--- src/rtl/led_pattern_gen.sv ---
// LED pattern generator: count, walking one, bounce and PWM breathing
// patterns stepped by a programmable prescaler.
module led_pattern_gen #(
    parameter int NUM_LEDS  = 8,
    parameter int DIV_WIDTH = 24,
    parameter int PWM_BITS  = 4
) (
    input  logic                 clk,
    input  logic                 rst,
    input  logic [1:0]           mode,
    input  logic [DIV_WIDTH-1:0] step_div,
    output logic [NUM_LEDS-1:0]  leds,
    output logic                 tick
);

    localparam int PW = (NUM_LEDS > 2) ? $clog2(NUM_LEDS) : 1;

    typedef enum logic [1:0] {
        M_COUNT   = 2'd0,
        M_WALK    = 2'd1,
        M_BOUNCE  = 2'd2,
        M_BREATHE = 2'd3
    } mode_t;

    localparam logic [NUM_LEDS-1:0] ONE  = NUM_LEDS'(1);
    localparam logic [PW-1:0]       TOP  = PW'(NUM_LEDS - 1);
    localparam logic [PW-1:0]       NTOP = PW'(NUM_LEDS - 2);

    mode_t                mode_q;
    logic [DIV_WIDTH-1:0] div_cnt, div_n;
    logic [NUM_LEDS-1:0]  cnt, cnt_n;
    logic [NUM_LEDS-1:0]  walk, walk_n;
    logic [PW-1:0]        pos, pos_n;
    logic                 dir_dn, dir_dn_n;
    logic [PWM_BITS-1:0]  duty, duty_n;
    logic                 ddir_dn, ddir_dn_n;
    logic [PWM_BITS-1:0]  pwm_cnt;
    logic [NUM_LEDS-1:0]  leds_n;
    logic                 chg, adv;

    assign chg = (mode != mode_q);
    assign adv = (div_cnt >= step_div) && !chg;

    always_ff @(posedge clk or posedge rst) begin
        if (rst) begin
            mode_q  <= M_COUNT;
            div_cnt <= '0;
            cnt     <= '0;
            walk    <= ONE;
            pos     <= '0;
            dir_dn  <= 1'b0;
            duty    <= '0;
            ddir_dn <= 1'b0;
            pwm_cnt <= '0;
            leds    <= '0;
            tick    <= 1'b0;
        end else begin
            mode_q  <= mode_t'(mode);
            div_cnt <= div_n;
            cnt     <= cnt_n;
            walk    <= walk_n;
            pos     <= pos_n;
            dir_dn  <= dir_dn_n;
            duty    <= duty_n;
            ddir_dn <= ddir_dn_n;
            pwm_cnt <= pwm_cnt + PWM_BITS'(1);
            leds    <= leds_n;
            tick    <= adv;
        end
    end

    // A mode change re-inits only the newly selected pattern.
    always_comb begin
        div_n     = div_cnt + DIV_WIDTH'(1);
        cnt_n     = cnt;
        walk_n    = walk;
        pos_n     = pos;
        dir_dn_n  = dir_dn;
        duty_n    = duty;
        ddir_dn_n = ddir_dn;
        if (chg) begin
            div_n = '0;
            unique case (mode_t'(mode))
                M_COUNT:   cnt_n = '0;
                M_WALK:    walk_n = ONE;
                M_BOUNCE: begin
                    pos_n    = '0;
                    dir_dn_n = 1'b0;
                end
                M_BREATHE: begin
                    duty_n    = '0;
                    ddir_dn_n = 1'b0;
                end
            endcase
        end else if (adv) begin
            div_n = '0;
            unique case (mode_q)
                M_COUNT:   cnt_n = cnt + NUM_LEDS'(1);
                M_WALK:    walk_n = {walk[NUM_LEDS-2:0], walk[NUM_LEDS-1]};
                M_BOUNCE: begin
                    if (!dir_dn) begin
                        if (pos == TOP) begin
                            dir_dn_n = 1'b1;
                            pos_n    = NTOP;
                        end else begin
                            pos_n = pos + PW'(1);
                        end
                    end else begin
                        if (pos == '0) begin
                            dir_dn_n = 1'b0;
                            pos_n    = PW'(1);
                        end else begin
                            pos_n = pos - PW'(1);
                        end
                    end
                end
                M_BREATHE: begin
                    if (!ddir_dn) begin
                        if (duty == '1) begin
                            ddir_dn_n = 1'b1;
                            duty_n    = duty - PWM_BITS'(1);
                        end else begin
                            duty_n = duty + PWM_BITS'(1);
                        end
                    end else begin
                        if (duty == '0) begin
                            ddir_dn_n = 1'b0;
                            duty_n    = duty + PWM_BITS'(1);
                        end else begin
                            duty_n = duty - PWM_BITS'(1);
                        end
                    end
                end
            endcase
        end
    end

    always_comb begin
        leds_n = '0;
        unique case (mode_q)
            M_COUNT:   leds_n = cnt;
            M_WALK:    leds_n = walk;
            M_BOUNCE:  leds_n = ONE << pos;
            M_BREATHE: leds_n = {NUM_LEDS{pwm_cnt < duty}};
        endcase
    end

endmodule

--- config.mk ---
export PLATFORM = sky130hd
export DESIGN_NAME = led_pattern_gen
export DESIGN_NICKNAME = d
export VERILOG_FILES = /design/src/rtl/led_pattern_gen.sv
export SDC_FILE = /design/constraint.sdc
export NUM_CORES = 1
export LEC_CHECK = 0
export ABC_AREA = 1
export BUFFER_PORTS_ARGS = -buffer_cell sky130_fd_sc_hd__buf_2
export CORE_ASPECT_RATIO = 1.2
export CORE_UTILIZATION = 50
export DETAILED_ROUTE_END_ITERATION = 8
export PLACE_DENSITY = 0.74
export SETUP_SLACK_MARGIN = 0.3
export SKIP_CTS_REPAIR_TIMING = 1
export SLEW_MARGIN = 15
export SYNTH_ARGS = -nofsm -noshare
export SYNTH_HDL_FRONTEND = slang
export SYNTH_SLANG_ARGS = --single-unit
export TNS_END_PERCENT = 100
--- constraint.sdc ---
create_clock -name clk -period 4.9 [get_ports clk]
set_clock_uncertainty 0.05 [all_clocks]
set_input_delay 0.245 -clock clk [delete_from_list [all_inputs] [get_ports clk]]
set_output_delay 0.245 -clock clk [all_outputs]
set_load 0.05 [all_outputs]
* Word-level counts from Yosys, hierarchy flattened
Index checks and enable logic that the tools add are counted.
** Word-level totals
- Bits in writable memories :: 0
- Memories :: 0
- Input port bits :: 28
- Memory bits (read-only) :: 0
- Logic and storage cells :: 88
- Output and inout port bits :: 9
- Latch bits :: 0
- Bits in registers :: 64
** Cells by class
- Shifts and indexed selects :: 1
- Multiply operators :: 0
- Equality and inequality tests :: 13
- Order comparisons :: 2
- Reduce and logical (&&, ||, !) cells :: 15
- Add/sub/neg operators :: 7
- Bitwise gates (word level) :: 0
- Div/mod/pow operators :: 0
- Multiplexer cells :: 39
** Operator list (count)
- 8-bit two-way mux :: 8
- 24-bit two-way mux :: 2
- 8-bit one-hot mux with 4 select lines :: 1
- 4-bit two-way mux :: 7
- 24-bit by 1-bit adder with 24-bit output, second input constant :: 1
- 24-bit greater-or-equal comparator :: 1
- 3-bit two-way mux :: 7
- 1-bit two-way mux :: 14
- 3-bit AND reduction :: 4
- 2-bit nonzero test :: 5
- 4-bit by 1-bit adder with 4-bit output, second input constant :: 2
- 8-bit by 1-bit adder with 8-bit output, second input constant :: 1
- 2-bit equality test, second input constant :: 4
- 2-bit by 1-bit inequality test with 1-bit output, second input constant :: 4
- 1-bit by 3-bit left shift with 8-bit output, first input constant :: 1
- 2-bit by 1-bit equality test with 1-bit output, second input constant :: 2
- 4-bit equality test, second input constant :: 1
- 2-bit logical NOT :: 2
- 4-bit logical NOT :: 1
- 4-bit < comparator :: 1
- 4-bit by 1-bit subtractor with 4-bit output, second input constant :: 1
- 3-bit by 1-bit adder with 3-bit output, second input constant :: 1
- 3-bit equality test, second input constant :: 1
- 3-bit logical NOT :: 1
- other kinds (4) :: 4

* Logic depth before layout (Yosys ltp)
- Depth after elaboration :: 6
- Depth in mapped cells :: 14
- Mapped depth without buffers :: 13

* Worst setup path before layout
Ideal clock, no wire load.
- Path type :: flip-flop to flip-flop
- From :: register div_cnt[15]
- To :: register div_cnt[10]
- Data required time :: 4.781 ns
- Library setup time :: 0.069 ns
- Slack :: 3.154 ns
- Data arrival time :: 1.627 ns
- Cell stages (with the launch flop) :: 10
- Clock period less this slack :: 1.746 ns
- Buffers on the path :: 2
- Cells stage by stage :: dfrtp_1 -> ha_1 -> a21o_1 -> nor2_1 -> nand2_1 -> a21oi_2 -> nand3_2 -> buf_6 -> buf_6 -> nor2_2
** Between the ends
- Longest elaborated chain between the ends :: 4
** Ends and longest elaborated chain
- from (decl) :: line 30 : logic [DIV_WIDTH-1:0] div_cnt, div_n;
- from (signal assigned) :: line 59 : div_cnt <= div_n;
- 24-bit greater-or-equal comparator :: line 42 : assign adv = (div_cnt >= step_div) && !chg;
- 1-bit logical AND :: line 42
- 24-bit two-way mux :: line 95 : end else if (adv) begin
- 24-bit two-way mux :: line 81 : if (chg) begin
- net div_n[10] :: line 30
The timed path passes the listed nets, and every way through them passes these cells.
A chain may end at the register's enable or synchronous reset.

* Final worst setup path
- From :: register mode_q[0]
- To :: register walk[4]
** Between the ends
- Longest elaborated chain between the ends :: 5
- Elaborated cells on any way between the ends :: 9
- Classes of those cells :: eq/ne: 3; mux: 1; reduce/logical: 5
** Ends and longest elaborated chain
- from (decl) :: line 29 : mode_t mode_q;
- from (signal assigned) :: line 58 : mode_q <= mode_t'(mode);
- 2-bit inequality test :: line 41 : assign chg = (mode != mode_q);
- 1-bit logical NOT :: line 42
- 1-bit logical AND :: line 42
- 2-bit nonzero test (no source line)
- 3-bit AND reduction (no source line)
- to (signal assigned) :: line 61 : walk <= walk_n;
- to (decl) :: line 32 : logic [NUM_LEDS-1:0] walk, walk_n;
Several ways; a longest one is shown, not always the timed one.

==> summary.md <==
| Metric | Value |
|---|---|
| Final hold vios | 0 |
| Crit. Startpoint | mode_q[0] |
| NumNets Final | 654 |
| DR iter-0 viols | 160 |
| Worst Setup End Kind | register |
| Ys async rst share | 100% |
| Vias in the first global route | 3601 |
| Global-route wire length before repair | 16.2 mm |
| Core area | 0.00815 mm2 |
| Worst-Skew Late Latency | 0.35 ns |
| Worst-path clk slew | 0.07 ns |
| Buffers & Inverters on Critical Path | 2 |
| Type of the worst setup path | register to register |
| Minimum clock period | 2.75 ns |
| Diodes inserted | 0 |
| Die area | 0.00883 mm2 |
| Global Route Usage Sum | 23.4% |
| Worst vdd ir | 0.197 mV |
| Most frequent cells in the layout | nand2_1 (142), inv_1 (68), dfrtp_1 (63) |
| Antenna-violating nets left | 0 |
| Gpl congestion | 0.927 |
| Met3 usage | 3.92% |
| Final Setup Violations | 0 |
| Critical Path End | walk[4] |
| Cell family with the largest share of critical-path delay | simple AND/OR/NAND/NOR gates |
| Die Y | 103 um |
| Mean post-synth cell area | 7.73 um2 |
| Register bit total from synthesis | 64 |
| Max Cap Viol | 0 |
| Detailed Place HPWL | 7.04 mm |
| Initial antenna violation count | 0 |
| Top Usage Layer GRT | met2 |
| Crit share post-route | 56.2% |
| Layout area overhead | 11.4% |
| RSZ-0062 raised after global routing | false |
| Post-Synthesis Cells | 547 |
| Critical path depth | 8 |
| Outcome | finished, final reports clean |
| H-tree levels | 3 |
| Met2 usage in global routing | 41.3% |
| Reg-to-reg startpoint | mode_q[0] |
| DRC Markers | 0 |
| Drt wl/cell | 13.2 um |
| Slew headroom | 45.2% |
| Worst Path Arrival | 2.98 ns |
| Pleak | 0.00249 uW |
| CP max stage delay | 0.64 ns |
| IO Port Bufs | 36 |
| Setup slack at placement | 2.17 ns |
| GR Util met1 | 27.8% |
| Final Max Tran Viols | 0 |
| Register area share after synthesis | 37.9% |
| WP data required | 5.12 ns |
| Largest net degree at the start of global routing | 65 |
| Vias | 3689 |
| Worst path cell trace | xnor2_1 > nand2_1 > inv_2 > nand3_2 > buf_4 > nand2_4 > nand2_1 > nand2_1 |
| Reg2Reg Capture Point | walk[4] |
| Syn nets | 614 |
| Clock Sink Count | 64 |
| Vias per inst | 5.23 |
| Hold Path Class | input port to register |
| Starting Density | 51.9% |
| Core Util, Final | 57.8% |
| Clk root buf | clkbuf_8 |
| FP Rows | 36 |
| Yosys warns | 0 |
| Worst-Margin Slew | 0.819 ns |
| Pwr per Cell Area | 245 mW/mm2 |
| Syn Std Cell Area | 0.00423 mm2 |
| Total gr overflow | 0 |
| Commonest non-fill, non-tap cell in the layout | nand2_1 |
| Commonest register cell after synthesis | dfrtp_1 |
| Count of cell types in the netlist | 34 |
| R2R Setup Slk | 2.15 ns |
| Layout cells sized above 1 | 15.4% |
| Setup slack after layout | 2.15 ns |
| Post-synth EDFFs | 0 |
| CTS Buffer Depth | 2 |
| Crit-path max FO | 31 |
| Worst Setup Start Kind | register |
| CTS tree | yes |
| Reg2reg path depth | 8 |
| Tot Pwr | 1150 uW |
| I/O Pins | 37 |
| Total CTS buffers | 9 |
| Most numerous cell on the critical path | nand2_1 |
| Setup TNS | 0 ns |
| Post-Route WL | 9.33 mm |
| Die Width | 85.9 um |
| DR pass1 iterations | 5 |
| Filler instances | 769 |
| Highest-delay cell along the critical path | nand3_2 |
| F_max | 363 MHz |
==> sequential cells by signal, indices dropped and copies added (netlist names), 2 cells and up <==
register and cells:
mode_q 2, div_cnt 24, duty 4, leds 8, pos 3, pwm_cnt 4, cnt 8, walk 8
==> report_power, final <==
part | internal, uW | switching, uW | total, uW
clock network | 272 | 200 | 472
registers | 541 | 13.5 | 555
logic | 38.2 | 88.8 | 127
==> cell families (layout without fill, tap and decap cells) <==
logic type | after synthesis | count (layout) | share of synthesized area, %
AND/OR/NAND/NOR | 304 | 304 | 32.9
adder cells (fa/ha/maj) | 39 | 39 | 11.5
flip-flops | 64 | 64 | 37.9
XOR/XNOR | 26 | 26 | 5.39
buffers and inverters | 84 | 128 | 8.11
AO/OA/AOI/OAI | 30 | 30 | 4.11
==> worst min-delay path by stage <==
stage / from / end / slack, ns / cells after the start
after floorplan: mode[0] / mode_q[0] / 0.23 / 0
after global placement: mode[0] / mode_q[0] / 0.38 / 1
after detailed placement: mode[1] / mode_q[1] / 0.39 / 1
after CTS: mode[1] / mode_q[1] / 0.02 / 1
after global routing: mode[1] / mode_q[1] / 0.03 / 1
final: mode[1] / mode_q[1] / 0.04 / 1
==> cells in the mapped netlist, types with 6 or more instances <==
cell type,n,share of area [%]
nor2_1,56,5.0
nor3_1,12,1.4
o21ai_0,6,0.71
ha_1,39,12
inv_2,6,0.53
dfrtp_1,63,37
xor2_1,14,2.9
nor3_2,6,1.4
inv_1,69,6.1
a21oi_1,15,1.8
nand4_1,29,4.3
nand2_2,6,0.89
nand2_1,142,13
nor2_2,12,1.8
nand3_1,36,4.3
xnor2_1,12,2.5
==> final cells by class <==
type                       count  area [um2]  share of cell area, %
sequential                    64        1600                   34.0
clock buffer                  12         165                   3.51
multi-input combinational    399        2280                   48.5
inverter                      75         282                   5.98
timing repair buffer          38         195                   4.14
tap                          114         143                   3.03
clock inverter                 3        40.0                  0.850
==> per-layer routing <==
metal / routed length [um] / part of all wire, % / vias to the layer above
met1: 3960 / 42 / 1712
met5: 0 / 0 / -
li1: - / - / 1839
met4: 305 / 3.3 / 0
met2: 4700 / 50 / 113
met3: 367 / 3.9 / 25
==> stage by stage <==
stage / cell area, um2 / hold WS, ns / instances
finish: 4710 / 0.0358 / 705
global route: 4710 / 0.0294 / 705
CTS: 4710 / 0.0226 / 705
detailed placement: 4500 / 0.389 / 690
global placement: 4500 / 0.377 / 690
floorplan: 4230 / 0.226 / 547
(Power assumes the default switching activity.)
